===== src/rtl/dc_ipu_mul_unit_serial_mul_ctrl.sv =====
// ---------------------------------------------------------------------------
// dc_ipu_mul_unit_carry_lookahead_adder
//   4-bit carry-lookahead adder slice. All carries come straight from the
//   generate/propagate terms, so the slice has no ripple path.
//
//   value_a  in  4  addend
//   value_b  in  4  addend
//   c_i      in  1  carry in
//   sum      out 4  value_a + value_b + c_i (low 4 bits)
//   c_o      out 1  carry out
// ---------------------------------------------------------------------------
module dc_ipu_mul_unit_carry_lookahead_adder (
  input  logic [3:0] value_a,
  input  logic [3:0] value_b,
  input  logic       c_i,
  output logic [3:0] sum,
  output logic       c_o
);

  logic [3:0] g;
  logic [3:0] p;
  logic [4:0] c;

  assign g = value_a & value_b;
  assign p = value_a ^ value_b;

  // Each carry is expanded fully from g/p and the carry in.
  assign c[0] = c_i;
  assign c[1] = g[0] | (p[0] & c_i);
  assign c[2] = g[1] | (p[1] & g[0]) | (p[1] & p[0] & c_i);
  assign c[3] = g[2] | (p[2] & g[1]) | (p[2] & p[1] & g[0])
              | (p[2] & p[1] & p[0] & c_i);
  assign c[4] = g[3] | (p[3] & g[2]) | (p[3] & p[2] & g[1])
              | (p[3] & p[2] & p[1] & g[0]) | (p[3] & p[2] & p[1] & p[0] & c_i);

  assign sum = p ^ c[3:0];
  assign c_o = c[4];

endmodule

// ---------------------------------------------------------------------------
// dc_ipu_mul_unit_serial_mul_ctrl
//   Serial shift-add unsigned multiplier. A single 4-bit CLA slice is reused
//   for every partial-product addition, one nibble of the upper accumulator
//   per cycle, followed by one shift cycle per multiplier bit. Latency is
//   fixed at WIDTH_B*(WIDTH_A/4+1) cycles from acceptance to out_valid_o.
//
//   clk_i        in  1                clock, rising edge
//   rst_ni       in  1                asynchronous active-low reset
//   in_valid_i   in  1                operand pair valid
//   in_ready_o   out 1                ready to accept (IDLE only)
//   value_a_i    in  WIDTH_A          unsigned multiplicand
//   value_b_i    in  WIDTH_B          unsigned multiplier
//   out_valid_o  out 1                product valid (DONE)
//   out_ready_i  in  1                consumer accepts product
//   product_o    out WIDTH_A+WIDTH_B  registered product
//   busy_o       out 1                high outside IDLE
// ---------------------------------------------------------------------------
module dc_ipu_mul_unit_serial_mul_ctrl #(
  parameter int WIDTH_A = 8,
  parameter int WIDTH_B = 8
) (
  input  logic                       clk_i,
  input  logic                       rst_ni,
  input  logic                       in_valid_i,
  output logic                       in_ready_o,
  input  logic [WIDTH_A-1:0]         value_a_i,
  input  logic [WIDTH_B-1:0]         value_b_i,
  output logic                       out_valid_o,
  input  logic                       out_ready_i,
  output logic [WIDTH_A+WIDTH_B-1:0] product_o,
  output logic                       busy_o
);

  localparam int NIB   = WIDTH_A / 4;
  localparam int NIB_W = (NIB > 1) ? $clog2(NIB) : 1;
  localparam int BIT_W = (WIDTH_B > 1) ? $clog2(WIDTH_B) : 1;
  localparam int PW    = WIDTH_A + WIDTH_B;

  typedef enum logic [1:0] {
    IDLE  = 2'd0,
    ADD   = 2'd1,
    SHIFT = 2'd2,
    DONE  = 2'd3
  } state_t;

  state_t             state_q, state_d;
  logic [WIDTH_A-1:0] a_q, a_d;
  logic [WIDTH_A-1:0] hi_q, hi_d;
  logic [WIDTH_B-1:0] lo_q, lo_d;
  logic               cy_q, cy_d;
  logic [NIB_W-1:0]   nib_q, nib_d;
  logic [BIT_W-1:0]   bit_q, bit_d;
  logic [PW-1:0]      prod_q, prod_d;

  logic [3:0]         hi_nib;
  logic [3:0]         a_nib;
  logic [3:0]         add_b;
  logic [3:0]         add_sum;
  logic               add_co;
  logic [PW:0]        shifted;

  // Pick the current nibble of the accumulator and multiplicand with a
  // constant-index mux, which keeps the select logic explicit.
  always_comb begin
    hi_nib = 4'h0;
    a_nib  = 4'h0;
    for (int k = 0; k < NIB; k++) begin
      if (nib_q == NIB_W'(k)) begin
        hi_nib = hi_q[4*k +: 4];
        a_nib  = a_q[4*k +: 4];
      end
    end
  end

  // Zero addend when the current multiplier bit is clear; ADD still runs so
  // the latency does not depend on the operand values.
  assign add_b = lo_q[0] ? a_nib : 4'h0;

  dc_ipu_mul_unit_carry_lookahead_adder u_cla (
    .value_a (hi_nib),
    .value_b (add_b),
    .c_i     (cy_q),
    .sum     (add_sum),
    .c_o     (add_co)
  );

  // The carry of the last nibble becomes the new MSB of the accumulator;
  // the accumulator LSB moves into the top of lo_q as a finished product bit.
  assign shifted = {cy_q, hi_q, lo_q} >> 1;

  // State register and datapath registers.
  always_ff @(posedge clk_i or negedge rst_ni) begin
    if (!rst_ni) begin
      state_q <= IDLE;
      a_q     <= '0;
      hi_q    <= '0;
      lo_q    <= '0;
      cy_q    <= 1'b0;
      nib_q   <= '0;
      bit_q   <= '0;
      prod_q  <= '0;
    end else begin
      state_q <= state_d;
      a_q     <= a_d;
      hi_q    <= hi_d;
      lo_q    <= lo_d;
      cy_q    <= cy_d;
      nib_q   <= nib_d;
      bit_q   <= bit_d;
      prod_q  <= prod_d;
    end
  end

  // Next-state and datapath update. Everything holds by default.
  always_comb begin
    state_d = state_q;
    a_d     = a_q;
    hi_d    = hi_q;
    lo_d    = lo_q;
    cy_d    = cy_q;
    nib_d   = nib_q;
    bit_d   = bit_q;
    prod_d  = prod_q;

    case (state_q)
      IDLE: begin
        if (in_valid_i) begin
          a_d     = value_a_i;
          lo_d    = value_b_i;
          hi_d    = '0;
          cy_d    = 1'b0;
          nib_d   = '0;
          bit_d   = '0;
          state_d = ADD;
        end
      end

      ADD: begin
        for (int k = 0; k < NIB; k++) begin
          if (nib_q == NIB_W'(k)) begin
            hi_d[4*k +: 4] = add_sum;
          end
        end
        cy_d = add_co;
        if (nib_q == NIB_W'(NIB - 1)) begin
          nib_d   = '0;
          state_d = SHIFT;
        end else begin
          nib_d = nib_q + NIB_W'(1);
        end
      end

      SHIFT: begin
        hi_d = shifted[PW-1:WIDTH_B];
        lo_d = shifted[WIDTH_B-1:0];
        cy_d = 1'b0;
        if (bit_q == BIT_W'(WIDTH_B - 1)) begin
          prod_d  = shifted[PW-1:0];
          state_d = DONE;
        end else begin
          bit_d   = bit_q + BIT_W'(1);
          state_d = ADD;
        end
      end

      DONE: begin
        if (out_ready_i) begin
          state_d = IDLE;
        end
      end

      default: state_d = IDLE;
    endcase
  end

  assign in_ready_o  = (state_q == IDLE);
  assign busy_o      = (state_q != IDLE);
  assign out_valid_o = (state_q == DONE);
  assign product_o   = prod_q;

endmodule

===== config.mk =====
export PLATFORM = sky130hd
export DESIGN_NAME = dc_ipu_mul_unit_serial_mul_ctrl
export DESIGN_NICKNAME = d
export VERILOG_FILES = /design/src/rtl/dc_ipu_mul_unit_serial_mul_ctrl.sv
export SDC_FILE = /design/constraint.sdc
export NUM_CORES = 1
export LEC_CHECK = 0
export ABC_AREA = 1
export CORE_MARGIN = 2
export CORE_UTILIZATION = 50
export DETAILED_ROUTE_END_ITERATION = 10
export GPL_ROUTABILITY_DRIVEN = 1
export GPL_TIMING_DRIVEN = 0
export HOLD_SLACK_MARGIN = 0.06
export PLACE_DENSITY = 0.76
export SYNTH_ARGS = -nofsm -noshare
export SYNTH_HDL_FRONTEND = slang
export SYNTH_SLANG_ARGS = --single-unit

===== constraint.sdc =====
create_clock -name clk_i -period 2.8 [get_ports clk_i]
set_clock_uncertainty 0.1 [all_clocks]
set_input_delay 0.56 -clock clk_i [delete_from_list [all_inputs] [get_ports clk_i]]
set_output_delay 0.56 -clock clk_i [all_outputs]
set_load 0.005 [all_outputs]

==> results of run 1 <==
-- cell type report --
| cell class | instances | area (um^2) |
|---|---|---|
| Tap cell | 52 | 65.1 |
| Timing Repair Buffer | 39 | 395 |
| Sequential cell | 47 | 1180 |
| Clock inverter | 1 | 7.51 |
| Buffer | 7 | 38.8 |
| Multi-Input combinational cell | 192 | 1000 |
| Clock buffer | 7 | 96.3 |
| Fill cell | 395 | 1530 |
| Inverter | 36 | 135 |
-- kinds of logic (layout without fill, tap and decap cells) --
kind of cell,after synthesis,in the layout,share of synthesized area
and+or+nand+nor,117,117,0.207
DFF,47,47,0.500
buffers and inverters,43,90,0.0739
AOI/OAI and AO/OA,63,63,0.153
adders and majority gates,12,12,0.0670
-- metal layers --
| metal | wire length [um] | part of all wire | up-vias |
|---|---|---|---|
| met2 | 2340 | 0.48 | 36 |
| met5 | 0 | 0 | - |
| met3 | 185 | 0.038 | 6 |
| met4 | 51 | 0.010 | 0 |
| met1 | 2330 | 0.48 | 914 |
| li1 | - | - | 1002 |
-- sequential cells by signal (all words and copies together), names as in the netlist --
signal     flops
cy_q           1
lo_q           8
hi_q           8
product_o     16
a_q            8
bit_q          3
nib_q          1
state_q        2
-- critical path, stage by stage, from the launching register on --
cell	delay [ns]
dfrtp_1	0.42
clkbuf_1	0.34
o21ai_0	0.31
fa_1	0.48
o21ai_0	0.27
o21ai_0	0.18
nand2_1	0.10
o21ai_1	0.06
-- power by group through the flow --
stage | combinational, mW | sequential [mW] | clock, mW
6_report | 1.36 | 1.01 | 0.452
5_1_grt | 1.54 | 1.04 | 0.488
4_1_cts | 1.37 | 1.01 | 0.459
3_5_place_dp | 1.35 | 1.03 | 0
3_3_place_gp | 1.30 | 1.02 | 0
2_1_floorplan | 0.983 | 0.998 | 0
-- how the worst min path moves through the flow --
stage	slack, ns	depth (start not counted)	end
2_1_floorplan	0.16	0	a_q[0]$_DFFE_PN0P_
3_3_place_gp	0.36	2	a_q[3]$_DFFE_PN0P_
3_5_place_dp	0.37	2	hi_q[2]$_DFFE_PN0P_
4_1_cts	0.06	1	product_o[10]$_DFFE_PN0P_
5_1_grt	0.08	1	product_o[9]$_DFFE_PN0P_
6_report	0.06	1	hi_q[2]$_DFFE_PN0P_
-- through the flow --
| stage | util | setup TNS [ns] | hold slack [ns] |
|---|---|---|---|
| final | 0.657 | 0 | 0.0589 |
| after global routing | 0.657 | 0 | 0.0777 |
| after floorplan | - | 0 | 0.164 |
| after detailed placement | 0.633 | 0 | 0.365 |
| after global placement | 0.630 | -10.03 | 0.360 |
| after CTS | 0.657 | 0 | 0.0636 |
-- layout by cell type (no fill, tap or decap), types with 2 or more instances in the layout --
cell type / n
nand2_1: 88
dfrtp_1: 47
clkdlybuf4s50_1: 37
o21ai_0: 33
inv_1: 29
nor2_1: 12
o21ai_1: 12
ha_1: 11
nand3_1: 8
inv_2: 7
clkbuf_8: 7
o211ai_1: 6
clkbuf_1: 4
nor2_2: 3
a21oi_1: 3
o22ai_1: 3
nand4_1: 2
nor2_4: 2
buf_2: 2
o211ai_2: 2
==> results.ini, run 1 <==
[cts]
clock-root-buffer=clkbuf_8
numCtsBuffers=5
post_cts_buffers=0
worstSkewPairLatency_ns=0.30
postCtsHoldBufs=0
h-tree-depth=2
clockBufferDepth=2
cts_tree=yes
cts_sinks=47
cts_resized=0
path_clk_slew_ns=0.08

[yosys]
synth_edf_count=0
netlist_instances=282
synth_commonest_cells=nand2_1, dfrtp_1, o21ai_0
synth_top_area_share=0.500
netlist_area_um2=2350
async_flop_share=1.00
avgSynthCellArea_um2=8.35
synthTopCellsByArea=dfrtp_1, nand2_1, o21ai_0
synth-main-ff-cell=dfrtp_1
ys_seq_area_frac=0.500
ys_types=27
synthesis.nets=314
ys_seq_elements=47
yosys.area.top_type=dfrtp_1
yosysWarnings=0
synth.most_common_cell=nand2_1

[global_routing]
overflow=0
grt_pass1_vias=1892
grtUsageTotal=0.206
grt_max_degree=34
met3_usage=0.0470
use_met1=0.278
top_usage_layer=met2
grt_use_met2=0.338
antenna_found_initial=0
grt_pass1_wl_um=8410

[critical_path]
reg2reg_to=hi_q[1]$_DFFE_PN0P_
start_kind=flop
startpoint=nib_q$_DFFE_PN0P_
r2r_start=nib_q$_DFFE_PN0P_
crit_type=reg2reg
endpoint=hi_q[1]$_DFFE_PN0P_
endpoint_kind=flop
required_ns=2.89
critPathArrivalTime_ns=2.44
r2r_slack_ns=0.45
reg2regPathDepth=7
path_max_fanout=10

[detailed_routing]
viasPerCell=5.14
drc=0
vias=1958
drtPass1Iterations=4
wire_per_inst_um=12.9
wirelength_um=4910
drt_iter0_drc=190
antenna_left=0

[floorplanning]
std_cell_rows=24
dieWidth_um=72.6
fp.coreArea_um2=4440
boundaryPins=39
fp.dieH_um=72.6
start_util=0.530
dieArea_um2=5270

[power_and_ir_drop]
power_frac_clock=0.160
power_mw=2.83
power.density_nw_per_um2=969
p_leak_nw=1.41
ir_drop_v=0.000779
combinationalPowerShare=0.481
intPower_mw=1.63
p_sw_frac=0.422
pwr-share-seq=0.359
p_switching_mw=1.19

[sta]
relSlewSlack=0.631
setup-violations-final=0
worst_slack_ns=0.448
slew_violations=0
finalCritPeriodShare=0.840
worstMarginPinSlew_ns=0.548
fmax_mhz=425
rsz0062_at_grt=false
finalCriticalPeriod_ns=2.35
hold_viol_final=0

[placement]
dp.cells=373
hpwl_um=3720
place_area_um2=2810
place_congestion=0.846
dp_slack_ns=0.557
io_buffers=38

[final_layout]
drive_gt1_frac=0.0912
final_area_um2=2920
finalNonFillerCells=381
diodes=0
syn2layout_area_growth_pct=24.0
fin_nets=360

[run_status]
outcome=finished clean

[run]
maxCapViolCount=0

[min_path]
worst_hold_path_type=in2async

(Power assumes the default switching activity.)
==> inputs of run 2 (changes only) <==
Clock period 2.8 ns to 2.3 ns, I/O delays scaled along.
==> results.ini, run 2 (same netlist as run 1, synthesis figures left out) <==
[sta]
finalSetupTns_ns=0
relSlewSlack=0.607
setup-violations-final=0
worstMarginPinSlew_ns=0.584
rsz0062_at_grt=false
whs_ns=0.383
finalCritPeriodShare=0.960
fmax_mhz=453
slew_violations=0
hold_viol_final=0
finalCriticalPeriod_ns=2.21

[floorplanning]
start_util=0.530
std_cell_rows=24
dieArea_um2=5270
fp.dieH_um=72.6
dieWidth_um=72.6
boundaryPins=39
fp.coreArea_um2=4440

[critical_path]
crit_cells=4
max_stage_delay_ns=0.50
endpoint=busy_o
critPathTopFamily=buffers and inverters
r2r_slack_ns=0.18
critPathArrivalTime_ns=1.65
required_ns=1.74
slowest_stage=clkdlybuf4s50_1
startpoint=state_q[0]$_DFFE_PN0P_
path_buf_inv=3
crit_type=reg2out
endpoint_kind=primary output
crit_chain=inv_1 > ha_1 > inv_2 > clkdlybuf4s50_1
start_kind=flop
reg2regPathDepth=8
reg2reg_to=hi_q[2]$_DFFE_PN0P_
r2r_start=nib_q$_DFFE_PN0P_
path_max_fanout=4

[placement]
io_buffers=38
dp.cells=373
place_area_um2=2810
place_congestion=0.846
hpwl_um=3720

[global_routing]
grt_pass1_vias=1884
overflow=0
grtUsageTotal=0.206
grt_pass1_wl_um=8400
grt_max_degree=34
antenna_found_initial=0

[final_layout]
nFillCells=395
final_area_um2=2930
layout_common_cells=nand2_1, dfrtp_1, clkdlybuf4s50_1
syn2layout_area_growth_pct=24.3
drive_gt1_frac=0.0942
seq_area_um2=1180
final_common_cell=nand2_1
finalNonFillerCells=381
diodes=0
multi_input_area_um2=1000
fin_nets=360
fin_util=0.658
largest_register_ffs=16

[min_path]
worst_hold_path_type=reg2reg

[run_status]
outcome=finished clean

[cts]
h-tree-depth=2
clockBufferDepth=2
cts_tree=yes
worstSkewPairLatency_ns=0.30
post_cts_buffers=0
path_clk_slew_ns=0.09
cts_sinks=47
clock-root-buffer=clkbuf_8
numCtsBuffers=5

[detailed_routing]
wirelength_um=4930
viasPerCell=5.16
drc=0
drtPass1Iterations=4
vias=1967
antenna_left=0
wire_per_inst_um=12.9
drt_iter0_drc=171

[power_and_ir_drop]
ir_drop_v=0.000952
power.density_nw_per_um2=1180
p_leak_nw=1.41

[run]
maxCapViolCount=0

[run 2: cell types whose count changed in the layout (fill, tap and decap cells not counted), sizes merged]
cell,before,now
dlygate4sd3,0,1
clkbuf,11,10
[run 2: area by class of cell]
| cell class | count | share of cell area |
|---|---|---|
| flip-flops and latches | 47 | 0.402 |
| multi-input cells | 192 | 0.343 |
| repair buffers | 40 | 0.139 |
| inverters | 36 | 0.0462 |
| clock buffers | 7 | 0.0329 |
| well taps | 52 | 0.0222 |
| plain buffers | 6 | 0.0120 |
| clock inverters | 1 | 0.00257 |
[run 2: through the flow]
step	setup WS [ns]	power (mW)
floorplan	0.397	2.41
global placement	-0.616	2.83
detailed placement	0.0566	2.89
CTS	0.0867	3.45
global route	0.0170	3.74
finish	0.0909	3.44
[run 2: worst register-to-register path, cell delays in order, from the launching register on]
cell and delay [ns]:
dfrtp_2 0.51, o21ai_0 0.52, ha_1 0.35, nand3_1 0.11
nand4_1 0.09, nand3_1 0.11, o21ai_0 0.09, nand2_1 0.09
nand2_1 0.05
[run 2: how the worst min path moves through the flow]
stage,start,endpoint,slack (ns),cells after the start
after CTS,hi_q[2]$_DFFE_PN0P_,hi_q[2]$_DFFE_PN0P_,0.39,2
after detailed placement,rst_ni,product_o[10]$_DFFE_PN0P_,0.29,1
final,hi_q[2]$_DFFE_PN0P_,hi_q[2]$_DFFE_PN0P_,0.38,2
after floorplan,rst_ni,a_q[0]$_DFFE_PN0P_,0.06,0
after global placement,a_q[3]$_DFFE_PN0P_,a_q[3]$_DFFE_PN0P_,0.36,2
after global routing,product_o[7]$_DFFE_PN0P_,product_o[7]$_DFFE_PN0P_,0.41,2
[run 2: timing repair]
item / CTS / global route
hold buffers: 1 / 0
pin swaps: 0 / 0
endpoints found under the hold margin: 14 / 0
setup endpoints to repair: 1 / 5
resized for setup: 0 / 1
[run 2: layer usage]
| layer | part of all wire | GRT usage | vias to the layer above |
|---|---|---|---|
| li1 | - | - | 1000 |
| met1 | 0.47 | 0.280 | 915 |
| met5 | 0 | 0 | - |
| met3 | 0.044 | 0.0456 | 6 |
| met2 | 0.48 | 0.336 | 46 |
| met4 | 0.011 | 0.0514 | 0 |
[run 2: power breakdown]
group	internal, mW	switching, mW
logic	0.626	1.01
clock network	0.274	0.278
registers	1.09	0.167
total	1.99	1.46
==> inputs of run 3 (changes only) <==
Settings changed: CTS_BUF_LIST set to sky130_fd_sc_hd__clkbuf_4, SKIP_CTS_REPAIR_TIMING set to 1.
==> results.ini, run 3 (same netlist as run 1, synthesis figures left out) <==
[detailed_routing]
drt_iter0_drc=161
wire_per_inst_um=12.8
drc=0
drtPass1Iterations=4
vias=1969
viasPerCell=5.13
wirelength_um=4910
antenna_left=0

[floorplanning]
fp.coreArea_um2=4440
std_cell_rows=24
start_util=0.530
dieArea_um2=5270
dieWidth_um=72.6
fp.dieH_um=72.6
boundaryPins=39

[sta]
finalCriticalPeriod_ns=2.23
relSlewSlack=0.719
slew_violations=0
setup-violations-final=0
hold_viol_final=0
worstMarginPinSlew_ns=0.421
fmax_mhz=448
finalCritPeriodShare=0.972
finalSetupTns_ns=0

[power_and_ir_drop]
p_switching_mw=1.44
p_leak_nw=1.40
power.density_nw_per_um2=1140
ir_drop_v=0.000768
combinationalPowerShare=0.512
intPower_mw=1.86
power_frac_clock=0.113
pwr-share-seq=0.374
p_sw_frac=0.438

[global_routing]
antenna_found_initial=0
overflow=0
grt_pass1_wl_um=8420
grt_pass1_vias=1894
grtUsageTotal=0.206
grt_max_degree=34

[final_layout]
largest_register_ffs=16
fin_nets=363
fin_util=0.652
diodes=0
final_common_cell=nand2_1
layout_common_cells=nand2_1, dfrtp_1, clkdlybuf4s50_1
drive_gt1_frac=0.102
syn2layout_area_growth_pct=23.1

[critical_path]
crit_type=reg2out
critPathArrivalTime_ns=1.67
start_kind=flop
startpoint=state_q[1]$_DFFE_PN0P_
endpoint_kind=primary output
required_ns=1.74
slowest_stage=clkdlybuf4s50_1
path_max_fanout=4
max_stage_delay_ns=0.50
r2r_start=nib_q$_DFFE_PN0P_
crit_chain=inv_1 > ha_2 > inv_2 > clkdlybuf4s50_1

[cts]
clock-root-buffer=clkbuf_4
path_clk_slew_ns=0.13
cts_tree=yes
h-tree-depth=2
worstSkewPairLatency_ns=0.37
cts_sinks=47
clockBufferDepth=2
numCtsBuffers=5

[placement]
io_buffers=38
place_congestion=0.846
hpwl_um=3720

[run_status]
outcome=finished clean

[run]
maxCapViolCount=0

[min_path]
hold_path_startpoint=hi_q[2]$_DFFE_PN0P_
worst_hold_path_type=reg2reg

==> run 3: area by class of cell <==
type | count | area (um^2)
tap | 52 | 65.1
clock inverter | 3 | 15.0
timing repair buffer | 42 | 420
clock buffer | 5 | 37.5
inverter | 36 | 135
fill | 406 | 1550
buffer | 7 | 40.0
multi-input combinational | 192 | 1010
sequential | 47 | 1180
==> run 3: worst paths after layout <==
| check | to | slack [ns] | cells after the start |
|---|---|---|---|
| worst min register to register | hi_q[2]$_DFFE_PN0P_ | 0.39 | 2 |
| worst max-delay path | busy_o | 0.07 | 4 |
| min in group asynchronous | product_o[9]$_DFFE_PN0P_ | 0.43 | 2 |
| max in group asynchronous | cy_q$_DFFE_PN0P_ | 1.19 | 3 |
| worst min-delay path | hi_q[2]$_DFFE_PN0P_ | 0.39 | 2 |
| worst max register to register | hi_q[3]$_DFFE_PN0P_ | 0.23 | 12 |
==> run 3: power by group through the flow <==
stage | sequential [mW] | clock, mW | combinational, mW
floorplan | 1.22 | 0 | 1.20
global placement | 1.24 | 0 | 1.59
detailed placement | 1.25 | 0 | 1.64
CTS | 1.23 | 0.384 | 1.66
global route | 1.27 | 0.418 | 1.92
finish | 1.24 | 0.374 | 1.69
==> run 3: metal layers <==
layer | track usage | part of all wire
met1 | 0.277 | 0.47
met2 | 0.339 | 0.48
met3 | 0.0428 | 0.039
met4 | 0.0597 | 0.012
met5 | 0 | 0
==> run 3: through the flow <==
step           setup WS (ns)  cells  area [um^2]  power, mW  hold slack (ns)
6_report              0.0654    384         2900       3.30            0.392
5_1_grt             -0.00752    384         2900       3.61            0.422
4_1_cts              0.00422    381         2870       3.28           -0.116
3_5_place_dp          0.0566    373         2810       2.89            0.290
3_3_place_gp          -0.616    372         2800       2.83            0.360
2_1_floorplan          0.397    282         2350       2.41           0.0644
==> run 3: worst max-delay path, delay by kind of cell, from the launching register on <==
kind | cells | cell delay (ns)
buffers and inverters | 3 | 0.68
DFF | 1 | 0.43
adders and majority gates | 1 | 0.20
